===== src/rtl/multiport_ram_pkg.sv =====
// +----------------------------------------------------------------------------+
// | multiport_ram_pkg : shared types and width helpers for the RAM write-back  |
// | Rev 1.0                                                                    |
// +----------------------------------------------------------------------------+
`default_nettype none

package multiport_ram_pkg;

    localparam int C_MEM_DEPTH  = 16;
    localparam int C_MEM_WIDTH  = 32;
    localparam int C_FIFO_DEPTH = 8;

    function automatic int index_width(input int depth);
        return (depth > 1) ? $clog2(depth) : 1;
    endfunction

    function automatic int occ_width(input int fifo_depth);
        return $clog2(fifo_depth) + 1;
    endfunction

    localparam int C_INDEX_WIDTH = index_width(C_MEM_DEPTH);
    localparam int C_OCC_WIDTH   = occ_width(C_FIFO_DEPTH);

    typedef struct packed {
        logic [C_INDEX_WIDTH-1:0] addr;
        logic [C_MEM_WIDTH-1:0]   data;
    } wb_entry_t;

endpackage

`default_nettype wire


===== src/rtl/wb_fifo.sv =====
// +----------------------------------------------------------------------------+
// | wb_fifo : 2-push / 2-pop register circular buffer exposing head, head+1    |
// | Rev 1.0                                                                    |
// +----------------------------------------------------------------------------+
`default_nettype none

module wb_fifo #(
    parameter int DEPTH = 8,
    parameter int WIDTH = 36
) (
    input  logic                   clk,
    input  logic                   rst,
    input  logic                   push0,
    input  logic [WIDTH-1:0]       din0,
    input  logic                   push1,
    input  logic [WIDTH-1:0]       din1,
    input  logic [1:0]             pop_cnt,
    output logic [WIDTH-1:0]       head,
    output logic [WIDTH-1:0]       head_next,
    output logic [$clog2(DEPTH):0] count
);
    import multiport_ram_pkg::*;

    localparam int PTR_W = $clog2(DEPTH);
    localparam int CNT_W = occ_width(DEPTH);

    logic [WIDTH-1:0] r_mem [DEPTH];
    logic [PTR_W-1:0] r_wr_ptr;
    logic [PTR_W-1:0] r_rd_ptr;
    logic [CNT_W-1:0] r_count;
    logic [1:0]       w_push_cnt;
    logic [PTR_W-1:0] w_wr_ptr1;

    assign w_push_cnt = {1'b0, push0} + {1'b0, push1};
    // Lane 1 lands right behind lane 0 when both push, else in lane 0's slot.
    assign w_wr_ptr1  = r_wr_ptr + PTR_W'(push0);

    always_ff @(posedge clk or posedge rst) begin
        if (rst) begin
            r_wr_ptr <= '0;
            r_rd_ptr <= '0;
            r_count  <= '0;
        end else begin
            r_wr_ptr <= r_wr_ptr + PTR_W'(w_push_cnt);
            r_rd_ptr <= r_rd_ptr + PTR_W'(pop_cnt);
            r_count  <= r_count + CNT_W'(w_push_cnt) - CNT_W'(pop_cnt);
        end
    end

    always_ff @(posedge clk) begin
        if (push0) begin
            r_mem[r_wr_ptr] <= din0;
        end
        if (push1) begin
            r_mem[w_wr_ptr1] <= din1;
        end
    end

    assign head      = r_mem[r_rd_ptr];
    assign head_next = r_mem[r_rd_ptr + PTR_W'(1)];
    assign count     = r_count;

endmodule

`default_nettype wire


===== src/rtl/regfile_wb_arbiter.sv =====
// +----------------------------------------------------------------------------+
// | regfile_wb_arbiter : two-lane write-back queue draining onto RAM ports A/B |
// | Optional stall/serialisation counters: define REGFILE_WB_ARB_STATS_EN      |
// | Rev 1.0                                                                    |
// +----------------------------------------------------------------------------+
`default_nettype none

module regfile_wb_arbiter #(
    parameter int P_MEM_DEPTH  = 16,
    parameter int P_MEM_WIDTH  = 32,
    parameter int P_FIFO_DEPTH = 8
) (
    input  logic                            clk_i,
    input  logic                            rst_i,
    input  logic                            in0_valid_i,
    output logic                            in0_ready_o,
    input  logic [$clog2(P_MEM_DEPTH)-1:0]  in0_addr_i,
    input  logic [P_MEM_WIDTH-1:0]          in0_data_i,
    input  logic                            in1_valid_i,
    output logic                            in1_ready_o,
    input  logic [$clog2(P_MEM_DEPTH)-1:0]  in1_addr_i,
    input  logic [P_MEM_WIDTH-1:0]          in1_data_i,
    output logic [$clog2(P_MEM_DEPTH)-1:0]  wra_addr_o,
    output logic [P_MEM_WIDTH-1:0]          wra_data_o,
    output logic                            wra_valid_o,
    output logic [$clog2(P_MEM_DEPTH)-1:0]  wrb_addr_o,
    output logic [P_MEM_WIDTH-1:0]          wrb_data_o,
    output logic                            wrb_valid_o,
`ifdef REGFILE_WB_ARB_STATS_EN
    output logic [31:0]                     stall_cnt_o,
    output logic [31:0]                     serial_cnt_o,
`endif
    output logic [$clog2(P_FIFO_DEPTH):0]   occupancy_o
);
    import multiport_ram_pkg::*;

    localparam int LP_INDEX_WIDTH = $clog2(P_MEM_DEPTH);
    localparam int LP_ENTRY_WIDTH = LP_INDEX_WIDTH + P_MEM_WIDTH;
    localparam int LP_OCC_WIDTH   = occ_width(P_FIFO_DEPTH);
    localparam logic [LP_OCC_WIDTH-1:0] C_DEPTH = LP_OCC_WIDTH'(P_FIFO_DEPTH);

    logic                      w_push0;
    logic                      w_push1;
    logic [LP_ENTRY_WIDTH-1:0] w_head;
    logic [LP_ENTRY_WIDTH-1:0] w_head_next;
    logic [LP_INDEX_WIDTH-1:0] w_head_addr;
    logic [LP_INDEX_WIDTH-1:0] w_next_addr;
    logic                      w_same_addr;
    logic                      w_two;
    logic                      w_va;
    logic                      w_vb;
    logic [1:0]                w_pop_cnt;

    // Ready depends on registered occupancy only, so there is no valid->ready path.
    assign in0_ready_o = (occupancy_o < C_DEPTH);
    assign in1_ready_o = (occupancy_o < (C_DEPTH - LP_OCC_WIDTH'(1)));

    assign w_push0 = in0_valid_i & in0_ready_o;
    assign w_push1 = in1_valid_i & in1_ready_o;

    wb_fifo #(
        .DEPTH (P_FIFO_DEPTH),
        .WIDTH (LP_ENTRY_WIDTH)
    ) u_fifo (
        .clk       (clk_i),
        .rst       (rst_i),
        .push0     (w_push0),
        .din0      ({in0_addr_i, in0_data_i}),
        .push1     (w_push1),
        .din1      ({in1_addr_i, in1_data_i}),
        .pop_cnt   (w_pop_cnt),
        .head      (w_head),
        .head_next (w_head_next),
        .count     (occupancy_o)
    );

    assign w_head_addr = w_head[P_MEM_WIDTH +: LP_INDEX_WIDTH];
    assign w_next_addr = w_head_next[P_MEM_WIDTH +: LP_INDEX_WIDTH];
    assign w_same_addr = (w_head_addr == w_next_addr);
    assign w_two       = (occupancy_o > LP_OCC_WIDTH'(1));

    // Same-address pairs issue one per cycle so the younger write lands last.
    assign w_va      = (occupancy_o != '0);
    assign w_vb      = w_two & ~w_same_addr;
    assign w_pop_cnt = {1'b0, w_va} + {1'b0, w_vb};

    assign wra_valid_o = w_va;
    assign wra_addr_o  = w_va ? w_head_addr : '0;
    assign wra_data_o  = w_va ? w_head[P_MEM_WIDTH-1:0] : '0;
    assign wrb_valid_o = w_vb;
    assign wrb_addr_o  = w_vb ? w_next_addr : '0;
    assign wrb_data_o  = w_vb ? w_head_next[P_MEM_WIDTH-1:0] : '0;

`ifdef REGFILE_WB_ARB_STATS_EN
    logic        w_stall;
    logic        w_serial;
    logic [31:0] r_stall_cnt;
    logic [31:0] r_serial_cnt;

    assign w_stall  = (in0_valid_i & ~in0_ready_o) | (in1_valid_i & ~in1_ready_o);
    assign w_serial = w_two & w_same_addr;

    always_ff @(posedge clk_i or posedge rst_i) begin
        if (rst_i) begin
            r_stall_cnt  <= '0;
            r_serial_cnt <= '0;
        end else begin
            if (w_stall && (r_stall_cnt != '1)) begin
                r_stall_cnt <= r_stall_cnt + 32'd1;
            end
            if (w_serial && (r_serial_cnt != '1)) begin
                r_serial_cnt <= r_serial_cnt + 32'd1;
            end
        end
    end

    assign stall_cnt_o  = r_stall_cnt;
    assign serial_cnt_o = r_serial_cnt;
`endif

endmodule

`default_nettype wire


===== config.mk =====
export PLATFORM = sky130hd
export DESIGN_NAME = regfile_wb_arbiter
export DESIGN_NICKNAME = d
export VERILOG_FILES = /design/src/rtl/multiport_ram_pkg.sv /design/src/rtl/wb_fifo.sv /design/src/rtl/regfile_wb_arbiter.sv
export SDC_FILE = /design/constraint.sdc
export NUM_CORES = 1
export LEC_CHECK = 0
export BUFFER_PORTS_ARGS = -buffer_cell sky130_fd_sc_hd__buf_2
export CAP_MARGIN = 5
export CELL_PAD_IN_SITES_DETAIL_PLACEMENT = 1
export CELL_PAD_IN_SITES_GLOBAL_PLACEMENT = 1
export CORE_MARGIN = 2
export CORE_UTILIZATION = 40
export CTS_BUF_LIST = sky130_fd_sc_hd__clkbuf_2 sky130_fd_sc_hd__clkbuf_4 sky130_fd_sc_hd__clkbuf_8
export DETAILED_ROUTE_END_ITERATION = 8
export PLACE_DENSITY = 0.67
export SLEW_MARGIN = 20
export SYNTH_ARGS = -nofsm -noshare
export SYNTH_HDL_FRONTEND = slang
export SYNTH_SLANG_ARGS = --single-unit

===== constraint.sdc =====
create_clock -name clk_i -period 7.2 [get_ports clk_i]
set_clock_uncertainty 0.2 [all_clocks]
set_input_delay 0 -clock clk_i [delete_from_list [all_inputs] [get_ports clk_i]]
set_output_delay 0 -clock clk_i [all_outputs]
set_load 0.05 [all_outputs]

==> metrics.txt, run 1 <==
global-route wire length before repair 84.6 mm; Syn-to-layout area delta 19.6%; WS Path Type reg -> out; WHS Path Cells 3; CTS root buf clkbuf_8; FFs w/ async S/R, synth 3.36%; H-tree depth 2; number of global-route vias before repair 12900; Die Area 0.0472 sq mm; per-cell routed wire length roughly 28 microns; setup slack, reg-to-reg 2.03 ns; register bit count reported by yosys 298; min-delay src in0_addr_i[1]; Cell Area, Synth 0.0182 sq mm; DP Area 0.0196 sq mm; PortBufs 155; fin crit share 71.9%; most common flop cell mapped by yosys edfxtp_1; pin count of the biggest net entering global routing 62; IO Pins between 150 and 200; r2r startpoint u_fifo.r_rd_ptr[1]; Post-Layout Inst Area 0.0217 sq mm; post-synthesis sequential area ratio 49.0%; CP required around 7.0 ns; Post-synth EDFFs 288; share of cells above drive strength 1 approximately 50%; Horiz. Die Dim 217 microns; Worst R2R End u_fifo.count[3]; worst-path cell chain ha_4, mux4_2, mux2i_1, xor2_1, o21ai_2, a31oi_4, buf_4, a211oi_2, buf_2; Worst slew margin around a quarter; initial antenna violation count 0; standard-cell rows 78; crit path buf inv count 2; cells after synthesis 1140; post-CTS sizing 0; Pre-Repair DR Iteration Count 5; Chip Height 217 microns; antenna-violating nets left 0; number of CTS-inserted buffers 53; Post-Layout Cell Count 2041; critical path peak fanout 54; Fin Hold WS a little under 0.09 ns; drt total wl 56.8 mm; Syn Nets around 1200; Worst-Skew Late Latency 0.66 ns; initial cell density of the core roughly 40%; count leader, synth edfxtp_1; synthesized area per cell between 15 and 20 sq um; post-DP HPWL 30.6 mm; Ys Warns 0; CTS tree built; vias 11800; Worst setup SP type flop; placed cells 1833; fmax 193 MHz; GRT overflow 0; Worst Setup End Kind output pin; 1st-iter DRT viols 717; worst r2r path cells 14; status finished, final reports clean; Max-Cap Viols 0; CP arrival 4.98 ns; Hold EP u_fifo.r_mem[1][33]; commonest cells in the netlist edfxtp_1 (288), mux2_2 (243), mux4_2 (138), nand2_1 (78), mux2i_1 (52); drc violations 0; Post-CTS Setup Bufs 0; Yosys cell types 48; RSZ-0062 raised after global routing no; top cell type's share of synthesized area 47.6%; Slowest-stage cell, CP ha_4; Clk pin slew, worst setup/hold paths roughly 0.070 ns; setup tns final 0 ns; Synth area leaders edfxtp_1 (48%), mux4_2 (17%), mux2_2 (15%), mux2_1 (3.2%), mux2i_1 (2.9%); Final Setup Violations 0; Total GRT Usage 24.4%; Layout Nets approximately 1500; Top Family by Delay on Critical Path adder cells; endpoints failing hold 0; routed vias/inst 5.77; origin of the worst setup path u_fifo.r_rd_ptr[1]; leading area contributor after synthesis edfxtp_1; CP max stage delay ~1.0 ns; cts hold-fix bufs 113; Pins Over Slew Limit 0; HP Class in -> reg; area of the core roughly 0.045 sq mm; Min Clock Period, post-route 5.18 ns; Slew @ Worst Pin around 1.1 ns; clk sinks 298; clk buf depth 3; Placer Congestion 0.777
-- worst reg2reg max path, delay by kind of cell, from the launching register on --
kind / cells / cell delay [ns]
adder cells (fa/ha/maj): 4 / 2.15
multiplexers: 2 / 0.84
flip-flops: 1 / 0.75
AO/OA/AOI/OAI: 5 / 0.73
XOR/XNOR: 2 / 0.37
buffers and inverters: 1 / 0.06
-- per-stage QoR --
stage	setup WS (ns)	util [%]
6_report	2.02	48.2
5_1_grt	1.66	48.2
4_1_cts	1.91	48.2
3_5_place_dp	1.98	43.4
3_3_place_gp	2.08	43.4
2_1_floorplan	1.90	-
-- kinds of logic (layout without fill, tap and decap cells) --
logic type               after synthesis  after routing  share of synthesized area (%)
AO/OA/AOI/OAI                         98             98                           4.42
AND/OR/NAND/NOR                      110            110                           2.71
XOR/XNOR                              26             26                           1.25
adder cells (fa/ha/maj)               18             18                           1.40
multiplexers                         484            484                           38.2
other                                  0              1                              0
buffers and inverters                106            406                           3.07
flip-flops                           298            298                           49.0
-- layout by cell type (no fill, tap or decap), drive strengths merged, types with 14 or more instances in the layout --
master,count
mux2i,52
clkbuf,69
a211oi,34
buf,180
xor2,15
a21oi,45
inv,19
dlygate4sd3,113
ha,14
nand2,79
mux2,294
nor2,19
mux4,138
clkinv,20
edfxtp,288
-- layout make-up --
cell class	count	area (sq um)
diodes	1	2.50
clock buffers	69	850
clock inverters	25	189
fillers	4457	23300
inverters	19	71.3
multi-input cells	736	8880
flip-flops and latches	298	8910
well taps	600	751
repair buffers	293	2090
-- state kept, by name, indices dropped and copies added, names as in the netlist --
name / cells
u_fifo.count: 4
u_fifo.r_mem: 288
u_fifo.r_rd_ptr: 3
u_fifo.r_wr_ptr: 3
-- per-layer routing --
metal  vias up  part of all wire [%]  GRT usage, %
met1      6222                    41          31.1
met3        79                   5.1          4.23
met4         0                   2.4          7.05
met5         -                     0             0
li1       5129                     -             -
met2       340                    52          42.6
-- worst max-delay path by stage --
stage,end,slack (ns),cells after the start
floorplan,u_fifo.r_mem[3][0],1.90,7
finish,wrb_data_o[22],2.02,9
global route,u_fifo.count[3],1.66,15
CTS,wrb_data_o[22],1.91,9
global placement,u_fifo.count[3],2.08,14
detailed placement,u_fifo.count[3],1.98,14
Power of run 1 is not shown: default switching activity piles up to over one toggle a cycle in this logic, so the estimate is an artifact.
==> run 2, diff against run 1 <==
--- a/config.mk
+++ b/config.mk
@@ -5,6 +5,7 @@
 export SDC_FILE = /design/constraint.sdc
 export NUM_CORES = 1
 export LEC_CHECK = 0
+export ABC_AREA = 1
 export BUFFER_PORTS_ARGS = -buffer_cell sky130_fd_sc_hd__buf_2
 export CAP_MARGIN = 5
 export CELL_PAD_IN_SITES_DETAIL_PLACEMENT = 1
@@ -13,7 +14,7 @@
 export CORE_UTILIZATION = 40
 export CTS_BUF_LIST = sky130_fd_sc_hd__clkbuf_2 sky130_fd_sc_hd__clkbuf_4 sky130_fd_sc_hd__clkbuf_8
 export DETAILED_ROUTE_END_ITERATION = 8
-export PLACE_DENSITY = 0.67
+export PLACE_DENSITY = 0.78
 export SLEW_MARGIN = 20
 export SYNTH_ARGS = -nofsm -noshare
 export SYNTH_HDL_FRONTEND = slang
==> constraint.sdc (replaced) <==
create_clock -name clk_i -period 4.6 [get_ports clk_i]
set_clock_uncertainty 0.2 [all_clocks]
set_input_delay 0 -clock clk_i [delete_from_list [all_inputs] [get_ports clk_i]]
set_output_delay 0 -clock clk_i [all_outputs]
set_load 0.05 [all_outputs]
==> metrics.txt, run 2 <==
CP most frequent cell nand2_1; PortBufs 155 (unchanged); DP Area 0.0193 sq mm (-1.6%); leading area contributor after synthesis edfxtp_1; Clk pin slew, worst setup/hold paths 0.07 ns (about the same); share of cells above drive strength 1 13.7% (-35 points); Slew @ Worst Pin 1.15 ns (+0.0137 ns); Pins Over Slew Limit 0 (unchanged); Die Area 0.0472 sq mm (+0.16%); FFs w/ async S/R, synth 3.36% (unchanged); antenna-violating nets left 0 (unchanged); Pre-Repair DR Iteration Count 5 (unchanged); Worst slew margin 23.0% (-1.1 points); Final Setup Violations 0 (unchanged); vias 17500 (+49%); synthesized area per cell 7.88 sq um (-51%); CTS tree built; fmax 231 MHz; Chip Height 217 microns (about the same); met3 usage 3.93% (-0.31 points); initial antenna violation count 2 (+2); Yosys cell types 30 (-38%); Post-Layout Inst Area 0.0215 sq mm (-1.0%); worst-path cell chain ha_4, inv_2, nand3_1, nand2_1, nand2_1, nand2_1, nand2_1, nand2_1, nor2_1, nand2_1, nand2_4, buf_4, nor2_1, buf_2; WHS Path Cells 4 (+1); WS Path Type reg -> out; commonest cells after routing, fill and taps aside nand2_1 (560), o21ai_0 (531), edfxtp_1 (288); commonest non-fill, non-tap cell in the layout nand2_1; Worst setup SP type flop; routed vias/inst 5.62 (-2.6%); GR Util met1 33.3% (+2.2 points); Post-CTS Setup Bufs 0 (unchanged); drt total wl 65.8 mm (+16%); placed cells 2899 (+58%); global-route wire length before repair 101 mm (+19%); post-synthesis sequential area ratio 48.9% (-0.077 points); area of the core 0.0452 sq mm (+0.22%); clk buf depth 3 (unchanged); GRT Max-Usage Layer met2; number of CTS-inserted buffers 54 (+1.9%); pin count of the biggest net entering global routing 120 (+94%); Top Family by Delay on Critical Path buffers and inverters; Largest Register u_fifo.r_mem; Layout Nets 2563 (+71%); Ys Warns 0 (unchanged); H-tree depth 2 (unchanged); RSZ-0062 raised after global routing no; worst r2r path cells 19 (+5); Syn Nets 2404 (+95%); Synth area leaders edfxtp_1 (48%), o21ai_0 (15%), nand2_1 (12%), a21oi_1 (4.4%), inv_1 (4.0%); 1st-iter DRT viols 1318 (+84%); Total GRT Usage 27.8% (+3.4 points); min-delay src in1_data_i[9]; cells after synthesis 2310 (+100%); number of global-route vias before repair 18300 (+42%); Max-Cap Viols 0 (unchanged); GRT overflow 0 (unchanged); CP required 4.40 ns (-2.60 ns); clk sinks 298 (unchanged); crit path buf inv count 3 (+1); count leader, synth nand2_1; endpoints failing hold 0 (unchanged); most common flop cell mapped by yosys edfxtp_1; Post-synth EDFFs 288 (unchanged); standard-cell rows 78 (unchanged); per-cell routed wire length 21.1 microns (-24%); CP max stage delay 0.68 ns (-0.36 ns); Min Clock Period, post-route 4.33 ns; CTS root buf clkbuf_8; Fin Hold WS 0.0631 ns (-0.0260 ns); Slowest-stage cell, CP dfrtp_4; status finished, final reports clean; r2r startpoint u_fifo.r_rd_ptr[0]; commonest cells in the netlist nand2_1 (560), o21ai_0 (539), edfxtp_1 (288), inv_1 (194), a21oi_1 (160); Worst-Skew Late Latency 0.66 ns (about the same); initial cell density of the core 40.3% (about the same); Placer Congestion 0.825 (+6.1%); CP arrival 4.13 ns (-0.85 ns); drc violations 0 (unchanged); Cell Area, Synth 0.0182 sq mm (+0.16%); setup tns final 0 ns (unchanged); Post-Layout Cell Count 3116 (+53%); Syn-to-layout area delta 18.3%; Hold EP u_fifo.r_mem[1][9]; Worst Setup End Kind output pin; post-DP HPWL 39.7 mm (+30%); critical path peak fanout 41 (-24%); register bit count reported by yosys 298 (unchanged); setup slack, reg-to-reg 0.56 ns (-1.47 ns); HP Class in -> reg; GR Util met2 48.8% (+6.2 points); top cell type's share of synthesized area 47.5% (-0.075 points); Horiz. Die Dim 217 microns (about the same); Largest register FFs 288 (unchanged); IO Pins 156 (unchanged); fin crit share 94.1%; Worst R2R End u_fifo.count[1]
-- run 2: cell count changes after synthesis, moves of 73 or more --
cell	previous run	this run
o21ai_0	2	539
nand2_1	78	560
mux2_2	243	0
inv_1	18	194
mux4_2	138	0
a21oi_1	42	160
nand3_1	0	81
nor2_1	17	90
-- run 2: how the worst max path moves through the flow --
stage / startpoint / endpoint / slack [ns] / cells after the start
after global routing: u_fifo.r_rd_ptr[0] / wra_data_o[30] / 0.06 / 8
final: u_fifo.r_rd_ptr[0] / wrb_data_o[0] / 0.27 / 14
after floorplan: u_fifo.count[3] / u_fifo.r_mem[3][0] / 0.39 / 3
after detailed placement: u_fifo.r_rd_ptr[0] / u_fifo.count[1] / 0.55 / 19
after CTS: u_fifo.r_rd_ptr[0] / wra_data_o[24] / 0.12 / 8
after global placement: u_fifo.r_rd_ptr[0] / u_fifo.count[1] / 0.68 / 19
-- run 2: per-layer routing --
layer | up-vias | share of wire, %
met3 | 169 | 5.5
met1 | 8613 | 41
met2 | 524 | 50
li1 | 8191 | -
met5 | - | 0.017
met4 | 2 | 3.9
-- run 2: cell type report --
type / instances / area [sq um]
clock inverters: 26 / 176
inverters: 207 / 787
multi-input cells: 1598 / 7710
diodes: 2 / 5.00
clock buffers: 75 / 913
fillers: 5458 / 23700
flip-flops and latches: 298 / 8910
repair buffers: 310 / 2280
well taps: 600 / 751
-- run 2: through the flow --
stage / setup slack [ns] / utilization (%)
finish: 0.274 / 47.6
global route: 0.0587 / 47.6
CTS: 0.115 / 47.6
detailed placement: 0.552 / 42.6
global placement: 0.676 / 42.6
floorplan: 0.392 / -
-- run 2: timing repair --
item | CTS | global route
endpoints found under the setup margin | 10 | 15
endpoints found under the hold margin | 312 | 0
resized for setup | 1 | 3
hold buffers | 113 | 0
-- run 2: kinds of logic after synthesis --
| group | share of synthesized area, % |
|---|---|
| DFF | 48.9 |
| xor gates and xnor gates | 0.371 |
| adders and majority gates | 1.40 |
| and+or+nand+nor | 16.8 |
| buffers and inverters | 9.38 |
| AOI/OAI and AO/OA | 23.2 |
-- run 2: worst register-to-register path, stage by stage (launching register included) --
cell and delay (ns):
dfrtp_4 0.68, ha_4 0.58, inv_2 0.20, nand3_1 0.16, nand2_1 0.09, nand2_1 0.06
nand2_1 0.06, nand2_1 0.05, nand2_1 0.05, nor2_1 0.10, nand2_1 0.12, nand2_4 0.09
inv_2 0.04, ha_1 0.30, ha_1 0.28, inv_1 0.06, ha_1 0.16, inv_1 0.08
fa_1 0.55, inv_1 0.04
Power of run 2 is left out for the same reason.
==> run 3, diff against run 2 <==
--- a/config.mk
+++ b/config.mk
@@ -14,7 +14,7 @@
 export CORE_UTILIZATION = 40
 export CTS_BUF_LIST = sky130_fd_sc_hd__clkbuf_2 sky130_fd_sc_hd__clkbuf_4 sky130_fd_sc_hd__clkbuf_8
 export DETAILED_ROUTE_END_ITERATION = 8
-export PLACE_DENSITY = 0.78
+export PLACE_DENSITY = 0.75
 export SLEW_MARGIN = 20
 export SYNTH_ARGS = -nofsm -noshare
 export SYNTH_HDL_FRONTEND = slang
==> constraint.sdc (replaced) <==
create_clock -name clk_i -period 4.37 [get_ports clk_i]
set_clock_uncertainty 0.2 [all_clocks]
set_input_delay 0 -clock clk_i [delete_from_list [all_inputs] [get_ports clk_i]]
set_output_delay 0 -clock clk_i [all_outputs]
set_load 0.05 [all_outputs]
==> metrics.txt, run 3 (same netlist as run 2, synthesis figures left out) <==
status finished, final reports clean; CP arrival 3.75 ns (-0.38 ns); Min Clock Period, post-route slightly below 4 ns; CTS root buf clkbuf_8; Clk pin slew, worst setup/hold paths 0.06 ns (about the same); drt total wl 65.8 mm (-0.14%); antenna-violating nets left 0 (unchanged); Chip Height 217 microns (unchanged); Total GRT Usage 27.7% (-0.067 points); commonest non-fill, non-tap cell in the layout nand2_1; CP required 4.17 ns (-0.23 ns); Placer Congestion 0.786 (-4.7%); final core occ 47.5% (-0.16 points); HP Class in -> reg; setup tns final 0 ns (unchanged); Slew @ Worst Pin 1.13 ns (-0.0240 ns); area of the core 0.0452 sq mm (unchanged); met1 wire length 27.3 mm (+1.4%); initial antenna violation count 2 (unchanged); Top Metal Used met4; post-DP HPWL 38.7 mm (-2.4%); Worst Setup End Kind output pin; Die Area 0.0472 sq mm (unchanged); Worst-Skew Late Latency 0.65 ns (about the same); Top Family by Delay on Critical Path buffers and inverters; Slowest-stage cell, CP dfrtp_4; 1st-iter DRT viols 1242 (-5.8%); WL met3 3.24 mm (-11%); fmax 253 MHz; RSZ-0062 raised after global routing no; crit path buf inv count 4 (+1); placed cells 2899 (unchanged); standard-cell rows 78 (unchanged); critical path peak fanout 114 (+180%); clk sinks 298 (unchanged); fin crit share 90.3%; Largest Register u_fifo.r_mem; commonest cells after routing, fill and taps aside nand2_1 (560), o21ai_0 (531), edfxtp_1 (288); endpoints failing hold 0 (unchanged); GRT overflow 0 (unchanged); CTS tree built; Worst setup SP type flop; Max-Cap Viols 0 (unchanged); fillers 5510 (+0.95%); share of cells above drive strength 1 13.4% (-0.28 points); per-cell routed wire length 21.1 microns (about the same); clk buf depth 3 (unchanged); pin count of the biggest net entering global routing 115 (-4.2%); initial cell density of the core 40.3% (unchanged); Worst slew margin 24.6% (+1.6 points); CP max stage delay 0.53 ns (-0.15 ns); Layout Nets 2560 (-0.12%); vias 17400 (-0.30%); routed vias/inst 5.61 (-0.10%); number of CTS-inserted buffers 53 (-1.9%); Final Setup Violations 0 (unchanged); H-tree depth 2 (unchanged); Pre-Repair DR Iteration Count 5 (unchanged); PortBufs 155 (unchanged); WS Path Type reg -> out; Post-Layout Cell Count 3110 (-0.19%); Post-CTS Setup Bufs 0 (unchanged); number of global-route vias before repair 18100 (-0.94%); Syn-to-layout area delta 17.9%; Largest register FFs 288 (unchanged); drc violations 0 (unchanged); global-route wire length before repair 101 mm (about the same); worst-path cell chain inv_8, buf_6, buf_6, o21ai_0, nand2_1, nor2_1, a31oi_1, nor2_1, buf_2; Pins Over Slew Limit 0 (unchanged); Horiz. Die Dim 217 microns (unchanged); IO Pins 156 (unchanged); met2 wire length 32.9 mm (+0.64%)
-- run 3: per-layer routing --
layer	global-route usage, %	vias to the layer above
met5	0	-
met4	11.1	0
met3	3.42	140
met2	49.4	464
met1	33.9	8662
li1	-	8181
-- run 3: repair_timing --
action / 4_1_cts / 5_1_grt
gates resized for setup: 0 / 2
endpoints found under the setup margin: 0 / 22
endpoints found under the hold margin: 308 / 0
hold buffers: 112 / 0
-- run 3: tightest hold or removal path: stages --
cell and delay (ns):
dlygate4sd3_1 0.51, buf_2 0.17, nand2_1 0.06, o21ai_0 0.06
-- run 3: final timing paths --
path / to / slack (ns) / cells past startpoint / start
worst max-delay path: wrb_data_o[0] / 0.42 / 9 / u_fifo.r_rd_ptr[0]
worst min-delay path: u_fifo.r_mem[6][22] / 0.08 / 4 / in1_data_i[22]
worst max register to register: u_fifo.r_mem[7][5] / 0.59 / 13 / u_fifo.count[3]
worst min register to register: u_fifo.r_wr_ptr[2] / 0.39 / 1 / u_fifo.r_wr_ptr[2]
max in group asynchronous: u_fifo.r_rd_ptr[1] / 3.37 / 4 / rst_i
min in group asynchronous: u_fifo.r_rd_ptr[0] / 0.25 / 4 / rst_i
-- run 3: cell type report --
type	instances	area [sq um]	area share (%)
timing repair buffer	308	2250	10.5
antenna	3	7.51	0.0350
inverter	207	790	3.68
clock buffer	76	921	4.29
tap	600	751	3.50
multi-input combinational	1598	7710	35.9
clock inverter	20	121	0.566
sequential	298	8910	41.5
-- run 3: stage by stage --
| step | cell area [sq um] | hold WS (ns) | setup slack [ns] |
|---|---|---|---|
| after floorplan | 18200 | -0.360 | 0.162 |
| after global placement | 19300 | -0.171 | 0.714 |
| after detailed placement | 19300 | -0.165 | 0.632 |
| after CTS | 21400 | 0.0417 | 0.000743 |
| after global routing | 21500 | 0.112 | 0.162 |
| final | 21500 | 0.0771 | 0.423 |
Power of run 3 is left out for the same reason.
